## config.mk

```make
export PLATFORM = sky130hd
export DESIGN_NAME = spi_sclk_gen
export DESIGN_NICKNAME = d
export VERILOG_FILES = /design/src/rtl/spi_sclk_gen.sv
export SDC_FILE = /design/constraint.sdc
export NUM_CORES = 1
export LEC_CHECK = 0
export ABC_AREA = 1
export BUFFER_PORTS_ARGS = -buffer_cell sky130_fd_sc_hd__buf_2
export CAP_MARGIN = 10
export CORE_ASPECT_RATIO = 0.5
export CORE_MARGIN = 2
export CORE_UTILIZATION = 55
export CTS_CLUSTER_SIZE = 24
export DETAILED_ROUTE_END_ITERATION = 16
export HOLD_SLACK_MARGIN = 0.1
export MAX_ROUTING_LAYER = met4
export PLACE_DENSITY_LB_ADDON = 0.05
export SYNTH_ARGS = -nofsm -noshare
export SYNTH_HDL_FRONTEND = slang
export SYNTH_SLANG_ARGS = --single-unit
```

## constraint.sdc

```tcl
create_clock -name i_clk -period 3.84 [get_ports i_clk]
set_input_delay 0.768 -clock i_clk [delete_from_list [all_inputs] [get_ports i_clk]]
set_output_delay 0.768 -clock i_clk [all_outputs]
set_load 0.005 [all_outputs]
```

## src/rtl/spi_sclk_gen.sv

```systemverilog
// SPI serial-clock generator: divides i_clk by a run-time half-period, emits a
// CPOL-correct burst of 2*N SCLK edges and CPHA-placed sample/shift strobes.
//
//   state | meaning
//   IDLE  | SCLK follows i_cpol, counters cleared, waiting for i_start
//   RUN   | SCLK toggling, one edge per half period, strobes issued
//   TRAIL | SCLK parked at latched cpol for one half period before o_done
module spi_sclk_gen #(
   parameter int DIV_W = 8,
   parameter int CNT_W = 5
) (
   input  logic             i_clk,
   input  logic             i_rst,
   input  logic             i_cpol,
   input  logic             i_cpha,
   input  logic [DIV_W-1:0] i_div,
   input  logic [CNT_W-1:0] i_nbits,
   input  logic             i_start,
   output logic             o_sclk,
   output logic             o_busy,
   output logic             o_sample,
   output logic             o_shift,
   output logic             o_done,
   output logic [CNT_W-1:0] o_bit_idx
);

   typedef enum logic [1:0] {IDLE, RUN, TRAIL} state_t;

   state_t           state, state_nxt;
   logic             cpol_q, cpha_q;
   logic [DIV_W-1:0] div_q;
   logic [CNT_W-1:0] nbits_q;
   logic [DIV_W-1:0] hcnt, hcnt_nxt;
   logic [CNT_W:0]   ecnt, ecnt_nxt;
   logic             sclk_nxt, sample_nxt, shift_nxt, done_nxt, load;
   logic [CNT_W-1:0] bit_idx_nxt;

   logic             half_done;
   logic [CNT_W:0]   edge_num;
   logic             last_edge;
   logic [CNT_W-1:0] last_idx;

   assign half_done = (hcnt == div_q);
   assign edge_num  = ecnt + (CNT_W+1)'(1);
   assign last_edge = (edge_num == {nbits_q, 1'b0});
   assign last_idx  = nbits_q - CNT_W'(1);
   assign o_busy    = (state != IDLE);

   always_ff @(posedge i_clk or posedge i_rst) begin
      if (i_rst) state <= IDLE;
      else       state <= state_nxt;
   end

   always_comb begin
      state_nxt   = state;
      hcnt_nxt    = hcnt;
      ecnt_nxt    = ecnt;
      sclk_nxt    = o_sclk;
      sample_nxt  = 1'b0;
      shift_nxt   = 1'b0;
      done_nxt    = 1'b0;
      load        = 1'b0;
      bit_idx_nxt = o_bit_idx;
      // Index advances the cycle after a sample, so it names the bit being sampled.
      if (o_sample && (o_bit_idx != last_idx)) bit_idx_nxt = o_bit_idx + CNT_W'(1);
      case (state)
         IDLE: begin
            sclk_nxt    = i_cpol;
            hcnt_nxt    = '0;
            ecnt_nxt    = '0;
            bit_idx_nxt = '0;
            if (i_start && (i_nbits != '0)) begin
               state_nxt = RUN;
               load      = 1'b1;
            end
         end
         RUN: begin
            if (half_done) begin
               hcnt_nxt = '0;
               ecnt_nxt = edge_num;
               sclk_nxt = cpol_q ^ edge_num[0];
               if (cpha_q) begin
                  shift_nxt  = edge_num[0];
                  sample_nxt = ~edge_num[0];
               end else begin
                  sample_nxt = edge_num[0];
                  shift_nxt  = ~edge_num[0] && !last_edge;
               end
               if (last_edge) state_nxt = TRAIL;
            end else begin
               hcnt_nxt = hcnt + DIV_W'(1);
            end
         end
         TRAIL: begin
            sclk_nxt = cpol_q;
            if (half_done) begin
               hcnt_nxt  = '0;
               done_nxt  = 1'b1;
               state_nxt = IDLE;
            end else begin
               hcnt_nxt = hcnt + DIV_W'(1);
            end
         end
         default: state_nxt = IDLE;
      endcase
   end

   always_ff @(posedge i_clk or posedge i_rst) begin
      if (i_rst) begin
         cpol_q    <= 1'b0;
         cpha_q    <= 1'b0;
         div_q     <= '0;
         nbits_q   <= '0;
         hcnt      <= '0;
         ecnt      <= '0;
         o_sclk    <= 1'b0;
         o_sample  <= 1'b0;
         o_shift   <= 1'b0;
         o_done    <= 1'b0;
         o_bit_idx <= '0;
      end else begin
         if (load) begin
            cpol_q  <= i_cpol;
            cpha_q  <= i_cpha;
            div_q   <= i_div;
            nbits_q <= i_nbits;
         end
         hcnt      <= hcnt_nxt;
         ecnt      <= ecnt_nxt;
         o_sclk    <= sclk_nxt;
         o_sample  <= sample_nxt;
         o_shift   <= shift_nxt;
         o_done    <= done_nxt;
         o_bit_idx <= bit_idx_nxt;
      end
   end

endmodule
```

[Yosys cells after proc, flatten, opt, wreduce, memory -nomap -nowiden]
Cells that the tools add are included.
Word-level totals
  bits in registers: 40
  input port bits: 18
  output and inout port bits: 10
  logic and storage cells: 65
Cells by class
  $add $sub $neg: 4
  eq/ne operators: 9
  multiplexer cells: 23
  bitwise operators: 2
  reductions and logical operators: 15
Operators with widths (number)
  $pmux W8 S2: 1
  $pmux W6 S2: 1
  $mux W1: 11
  $mux W5: 2
  $add A8 B1 Y8 const B: 1
  $eq A8 B8 Y1: 1
  $mux W2: 4
  $mux W8: 1
  $ne A2 B2 Y1 const B: 4
  $reduce_bool A2 Y1: 4
  $add A6 B1 Y6 const B: 1
  $eq A6 B6 Y1: 1
  $mux W6: 1
  $pmux W2 S3: 1
  $add A5 B1 Y5 const B: 1
  $ne A5 B5 Y1: 1
  $reduce_bool A5 Y1: 1
  $sub A5 B1 Y5 const B: 1
  $reduce_and A2 Y1: 2
  $reduce_and A4 Y1: 1
  $logic_and A1 B1 Y1: 3
  $pmux W1 S3: 1
  $reduce_bool A3 Y1: 1
  $eq A2 B1 Y1 const B: 1
  other kinds (6): 6

[Longest topological paths before layout]
Gate-level depths: netlist of run 1.
  depth after elaboration: 7
  mapped depth: 12
  gate-level depth less buffers: 12

[Worst setup path before layout of run 1]
Ideal clock, no wire load.
  path kind: input port to flip-flop
  start: input i_nbits[2]
  end: register div_q[0]
  library setup time: 0.125 ns
  arrival: 1.678 ns
  required time: 3.715 ns
  setup slack: 2.038 ns
  stages: 5
  path buffers: 1
  path through: nor3_1 nand3_1 nand3_1 buf_2 mux2_2
Between the ends
  longest elaborated chain between the ends: 4
Ends and longest elaborated chain
  start: declaration: line 17  | input logic [CNT_W-1:0] i_nbits,
  $reduce_bool A5 Y1: line 72  | if (i_start && (i_nbits != '0)) begin
  $logic_and A1 B1 Y1: line 72
  $mux W1: line 72
  $mux W1: line 66  | case (state)
  end signal: assignment: line 125  | div_q <= i_div;
  end: declaration: line 31  | logic [DIV_W-1:0] div_q;
No other way between the ends.
A chain may end at the register's enable or synchronous reset.

[Final worst setup path of run 1]
  start: register state[0]
  end: output o_busy
Between the ends
  longest elaborated chain between the ends: 1
Ends and longest elaborated chain
  start: declaration: line 29  | state_t state, state_nxt;
  start signal: assignment: line 51  | else state <= state_nxt;
  $reduce_bool A2 Y1: line 47  | assign o_busy = (state != IDLE);
  end: declaration: line 20  | output logic o_busy,
No other way between the ends.

==> results of run 1 <==
-- worst max-delay path, delay by kind of cell, from the launching register on --
kind	cells	cell delay, ns
fa+ha+maj	1	0.27
flops	1	0.40
buf+inv	3	0.59
-- layer usage --
layer	vias to the layer above	global-route usage, %	part of all wire, %	wire length [um]
met1	888	27.5	48	2170
met2	31	33.9	47	2100
met5	-	-	0	0
met4	0	8.70	1.8	82
met3	9	5.50	3.5	156
li1	944	-	-	-
-- metrics by stage --
stage          hold WS, ns  utilization, %  std cells  total power (uW)  instance area, um^2
2_1_floorplan        0.477               -        270              1100                 2280
3_3_place_gp         0.506            62.2        346              1220                 2450
3_5_place_dp         0.513            62.2        346              1240                 2450
4_1_cts              0.533            65.1        354              1590                 2570
5_1_grt              0.554            65.1        354              1710                 2570
6_report             0.534            65.1        354              1590                 2570
-- sequential cells by signal, indices dropped and copies added (netlist names) --
signal	flops
state	2
nbits_q	5
o_sample	1
ecnt	6
o_shift	1
o_bit_idx	5
cpha_q	1
hcnt	8
div_q	8
o_done	1
o_sclk	1
cpol_q	1
-- logic make-up after synthesis --
group	after synthesis	share of synthesized area [%]
mux	10	4.88
compound gates	27	6.64
flops	40	43.9
fa+ha+maj	8	4.39
buf+inv	35	6.31
xor+xnor	21	8.07
simple gates	129	25.8
-- worst min-delay path by stage --
stage                         start              endpoint  slack, ns
3_3_place_gp     cpol_q$_DFFE_PP0P_    cpol_q$_DFFE_PP0P_       0.51
6_report         cpol_q$_DFFE_PP0P_    cpol_q$_DFFE_PP0P_       0.53
4_1_cts          cpol_q$_DFFE_PP0P_    cpol_q$_DFFE_PP0P_       0.53
2_1_floorplan    cpol_q$_DFFE_PP0P_    cpol_q$_DFFE_PP0P_       0.48
5_1_grt        div_q[2]$_DFFE_PP0P_  div_q[2]$_DFFE_PP0P_       0.55
3_5_place_dp     cpol_q$_DFFE_PP0P_    cpol_q$_DFFE_PP0P_       0.51
-- cells in the final DEF, fill, tap and decap left out --
| master | count |
|---|---|
| o21ai_0 | 9 |
| buf_2 | 27 |
| nand3_1 | 32 |
| bufinv_16 | 1 |
| o21ai_1 | 1 |
| o21bai_1 | 1 |
| nand4_1 | 8 |
| o21a_1 | 2 |
| clkbuf_8 | 5 |
| mux2i_1 | 1 |
| nand3_2 | 1 |
| inv_2 | 2 |
| o21ai_2 | 1 |
| inv_1 | 27 |
| dfrtp_1 | 40 |
| nor2_1 | 21 |
| clkinv_2 | 1 |
| o22ai_1 | 1 |
| xnor2_1 | 15 |
| nor3b_2 | 1 |
| clkinvlp_4 | 1 |
| mux2_2 | 9 |
| xor2_1 | 6 |
| buf_4 | 1 |
| nand2_1 | 56 |
| nand2_2 | 2 |
| a21oi_1 | 10 |
| and2_1 | 1 |
| ha_1 | 8 |
| a31oi_1 | 1 |
| nor3_1 | 5 |
| o31ai_1 | 1 |
| nor2_4 | 2 |
-- cell type report --
cell class | count | area, um^2 | share of cell area [%]
Clock buffer | 5 | 68.8 | 2.68
Timing Repair Buffer | 28 | 143 | 5.56
Inverter | 29 | 109 | 4.24
Clock inverter | 3 | 42.5 | 1.66
Sequential cell | 40 | 1000 | 39.0
Multi-Input combinational cell | 195 | 1130 | 44.2
Tap cell | 54 | 67.6 | 2.63
-- power groups by stage --
| stage | registers, uW | logic (uW) | clock network (uW) |
|---|---|---|---|
| finish | 627 | 608 | 351 |
| CTS | 626 | 611 | 356 |
| global route | 640 | 694 | 380 |
| detailed placement | 634 | 605 | 0 |
| global placement | 627 | 590 | 0 |
| floorplan | 608 | 496 | 0 |
==> run metrics, run 1 <==
status=complete, no violations; r2r endpoint=div_q[0]$_DFFE_PP0P_; most frequent cell after synthesis=nand2_1; Slowest cell on crit path=dfrtp_1; Core Region=3940 um^2; chip width=95.1 um; Netlist cell types=30; syn_nets=296; ratio of cells with drive above 1 in the final layout=18.0%; Combinational Power Share=38.3%; die footprint=4710 um^2; Port-buffer cells=27; total track usage=21.8%; Max VDD drop=0.325 mV; Clk pwr share=22.1%; CTS sink count=40; initial antenna violation count=0; Commonest cells post-synth=nand2_1 (56), dfrtp_1 (40), nand3_1 (32), inv_1 (27), nor2_1 (21); Tmin final=2.31 ns; fillers=340; worst-path fanout max=12; DP HPWL=3370 um; Rel. slew slack=46.4%; NetSw=599 uW; site row count=16; cts hold-fix bufs=0; top cells by area, synth=dfrtp_1 (44%), nand2_1 (9.2%), nand3_1 (7.0%); Post-synth ARST share=100%; Seq/Total Area, Yosys=43.9%; Top FF cell, synth=dfrtp_1; first-pass GRT wire length=7480 um; Post-Synthesis Cell Area=2280 um^2; CTS root buffer=clkbuf_8; Syn Inst Count=270; register bit total from synthesis=40; Die Ht=49.5 um; # IOs=28; worst setup margin=1.53 ns; sw frac=37.8%; fin crit share=60.2%; crit path to=o_busy; Crit path largest cell delay=0.40 ns; Max-Cap Viols=0; critical path startpoint=state[0]$_DFFE_PP0P_; CTS buffer count=5; crit-path most repeated cell=inv_1; diode count=0; P_leak=0.00125 uW; post-synth top area cell=dfrtp_1; Setup Buffers After CTS=0; WP data required=3.07 ns; crit start category=register; warnings from Yosys=0; deepest clock path buffer count=2; # setup viols final=0; DRT Wirelength=4500 um; worst-margin pin slew=0.803 ns; Final #Nets=325; worst reg2reg setup slack=1.87 ns; HP Class=reg -> reg; Hold Crit Depth=2; Avg WL per Cell=12.7 um; largest net degree at the start of global routing=23; number of global-route vias before repair=1,646; vias=1,872; htree depth=2; post-CTS sizing=0; critical path cell sequence=inv_1 > ha_1 > inv_1 > buf_2; Clk Latency, worst-skew pair=0.30 ns; FMAX=433 MHz; DR DRC count=0; sequential group share of total power=39.5%; initial core utilization=57.8%; critical register-to-register path startpoint=state[0]$_DFFE_PP0P_; RSZ-0062 raised after global routing=no; EDFF count, synth=0; Worst EP arrival=1.54 ns; synth-to-layout area growth=12.6%; skew final=0.00508 ns; GP Congestion=0.834; CTS clk-pin slew, worst paths=0.08 ns; setup slack at placement=1.54 ns; internal power=987 uW; DR iter-0 viols=79; Mean Syn Cell Area=8.44 um^2; Power per Cell Area=618 nW/um^2; grt ovf=0; max-slew violations=0; Setup crit end kind=output port; total negative slack=0 ns; post-synth top area share=43.9%; reg2reg path depth=4; via/cell ratio=5.29; CTS tree=done; CP Class=reg -> out; Fin. Hold Viols=0; total iterations of the first detailed-routing run=4; Antenna Violating Nets Remaining=0
No activity file was read; power rests on OpenSTA's default activity.
==> run 2: changes to the inputs <==
Settings changed: CORE_UTILIZATION 55 to 52.
Clock period 3.84 ns to 1.86 ns, I/O delays scaled along.
==> run metrics, run 2 (synthesis results as in run 1) <==
CTS sink count=40 (unchanged); first-pass GRT wire length=7890 um (+5.5%); Rel. slew slack=65.9% (+20 points); diode count=0 (unchanged); Tmin final=1.72 ns; Clk Latency, worst-skew pair=0.29 ns (about the same); DRT Wirelength=4650 um (+3.2%); FMAX=582 MHz; die footprint=4960 um^2 (+5.4%); total negative slack=0 ns (unchanged); worst-margin pin slew=0.511 ns (-0.292 ns); synth-to-layout area growth=15.2%; vias=1,867 (-0.27%); chip width=97.6 um (+2.7%); htree depth=2 (unchanged); DR iter-0 viols=66 (-16%); DR DRC count=0 (unchanged); number of global-route vias before repair=1,636 (-0.61%); gr busiest metal=met2; largest net degree at the start of global routing=41 (+78%); # IOs=28 (unchanged); total track usage=20.6% (-1.1 points); worst-path fanout max=5 (-7); Antenna Violating Nets Remaining=0 (unchanged); Core Region=4040 um^2 (+2.5%); DP HPWL=3400 um (+0.72%); Largest regs=div_q (8), hcnt (8), ecnt (6); GP Congestion=0.826 (-0.86%); Die Ht=50.8 um (+2.6%); Max VDD drop=0.656 mV (+100%); commonest non-fill, non-tap cells in the layout=nand2_1 (56), dfrtp_1 (40), nand3_1 (32); Max-Cap Viols=0 (unchanged); site row count=16 (unchanged); ratio of cells with drive above 1 in the final layout=19.6% (+1.6 points); Port-buffer cells=27 (unchanged); met1 Usage GRT=27.4% (-0.15 points); total power draw=3370 uW (+110%); CTS clk-pin slew, worst paths=0.07 ns (about the same); status=complete, no violations; max-slew violations=0 (unchanged); P_leak=0.00129 uW (+3.2%); HP Class=in -> async; global routing usage on met2=33.3% (-0.59 points); crit start category=register; fillers=347 (+2.1%); via/cell ratio=5.19 (-1.9%); CP Class=reg -> out; CTS buffer count=5 (unchanged); fin crit share=92.3%; grt met3 use=5.20% (-0.31 points); Final #Nets=331 (+1.8%); deepest clock path buffer count=2 (unchanged); initial antenna violation count=0 (unchanged); Worst EP arrival=1.34 ns (-0.20 ns); Fin. Hold Viols=0 (unchanged); grt ovf=0 (unchanged); skew final=0.00546 ns (+0.000375 ns); initial core utilization=56.4% (-1.4 points); CTS tree=done; WP data required=1.49 ns (-1.58 ns); RSZ-0062 raised after global routing=no; Power per Cell Area=1280 nW/um^2 (+110%); total iterations of the first detailed-routing run=5 (+1); Setup crit end kind=output port; commonest non-fill, non-tap cell in the layout=nand2_1; CTS root buffer=clkbuf_8; Avg WL per Cell=12.9 um (+1.5%); # setup viols final=0 (unchanged)
-- run 2: path summary, 6_finish.rpt --
kind | startpoint | endpoint | slack (ns) | cells past startpoint
max reg2reg | nbits_q[0]$_DFFE_PP0P_ | o_bit_idx[3]$_DFFE_PP0P_ | 0.16 | 10
min in group i_clk | i_div[2] | div_q[2]$_DFFE_PP0P_ | 0.31 | 2
min reg2reg | o_sclk$_DFFE_PP0P_ | o_sclk$_DFFE_PP0P_ | 0.53 | 2
max | state[0]$_DFFE_PP0P_ | o_busy | 0.14 | 4
max in group asynchronous | i_rst | o_bit_idx[2]$_DFFE_PP0P_ | 1.31 | 3
min | i_rst | hcnt[5]$_DFFE_PP0P_ | 0.19 | 3
-- run 2: area by class of cell --
class	instances	area, um^2	area share (%)
multi-input cells	195	1130	43.2
flip-flops and latches	40	1000	38.1
repair buffers	34	188	7.15
inverters	29	109	4.14
clock buffers	7	96.3	3.67
well taps	54	67.6	2.57
clock inverters	1	30.0	1.14
-- run 2: report_power, final --
group	leakage, uW	internal, uW	switching [uW]
logic	0.000711	584	718
clock network	0.0000645	474	305
registers	0.000517	1090	196
total	0.00129	2150	1220
-- run 2: through the flow --
stage	worst slack, ns	cell area, um^2	hold slack [ns]	util (%)	instances
floorplan	0.319	2280	0.477	-	270
global placement	0.218	2480	0.504	61.4	350
detailed placement	0.190	2480	0.515	61.4	350
CTS	0.153	2610	0.215	64.6	358
global route	0.00449	2630	0.253	64.9	360
finish	0.143	2630	0.193	64.9	360
-- run 2: timing repair --
item / in CTS / in global routing
endpoints found under the setup margin: 0 / 2
setup buffers: 0 / 2
hold buffers: 0 / 0
resized for setup: 0 / 0
-- run 2: critical path, cell delays in order, from the launching register on --
cell,delay (ns)
dfrtp_1,0.40
inv_1,0.08
ha_1,0.27
inv_1,0.17
buf_2,0.15
-- run 2: routing by layer --
| layer | vias up | wire, um |
|---|---|---|
| met5 | - | 0 |
| met4 | 0 | 17 |
| met3 | 2 | 140 |
| met2 | 26 | 2220 |
| met1 | 876 | 2270 |
| li1 | 963 | - |
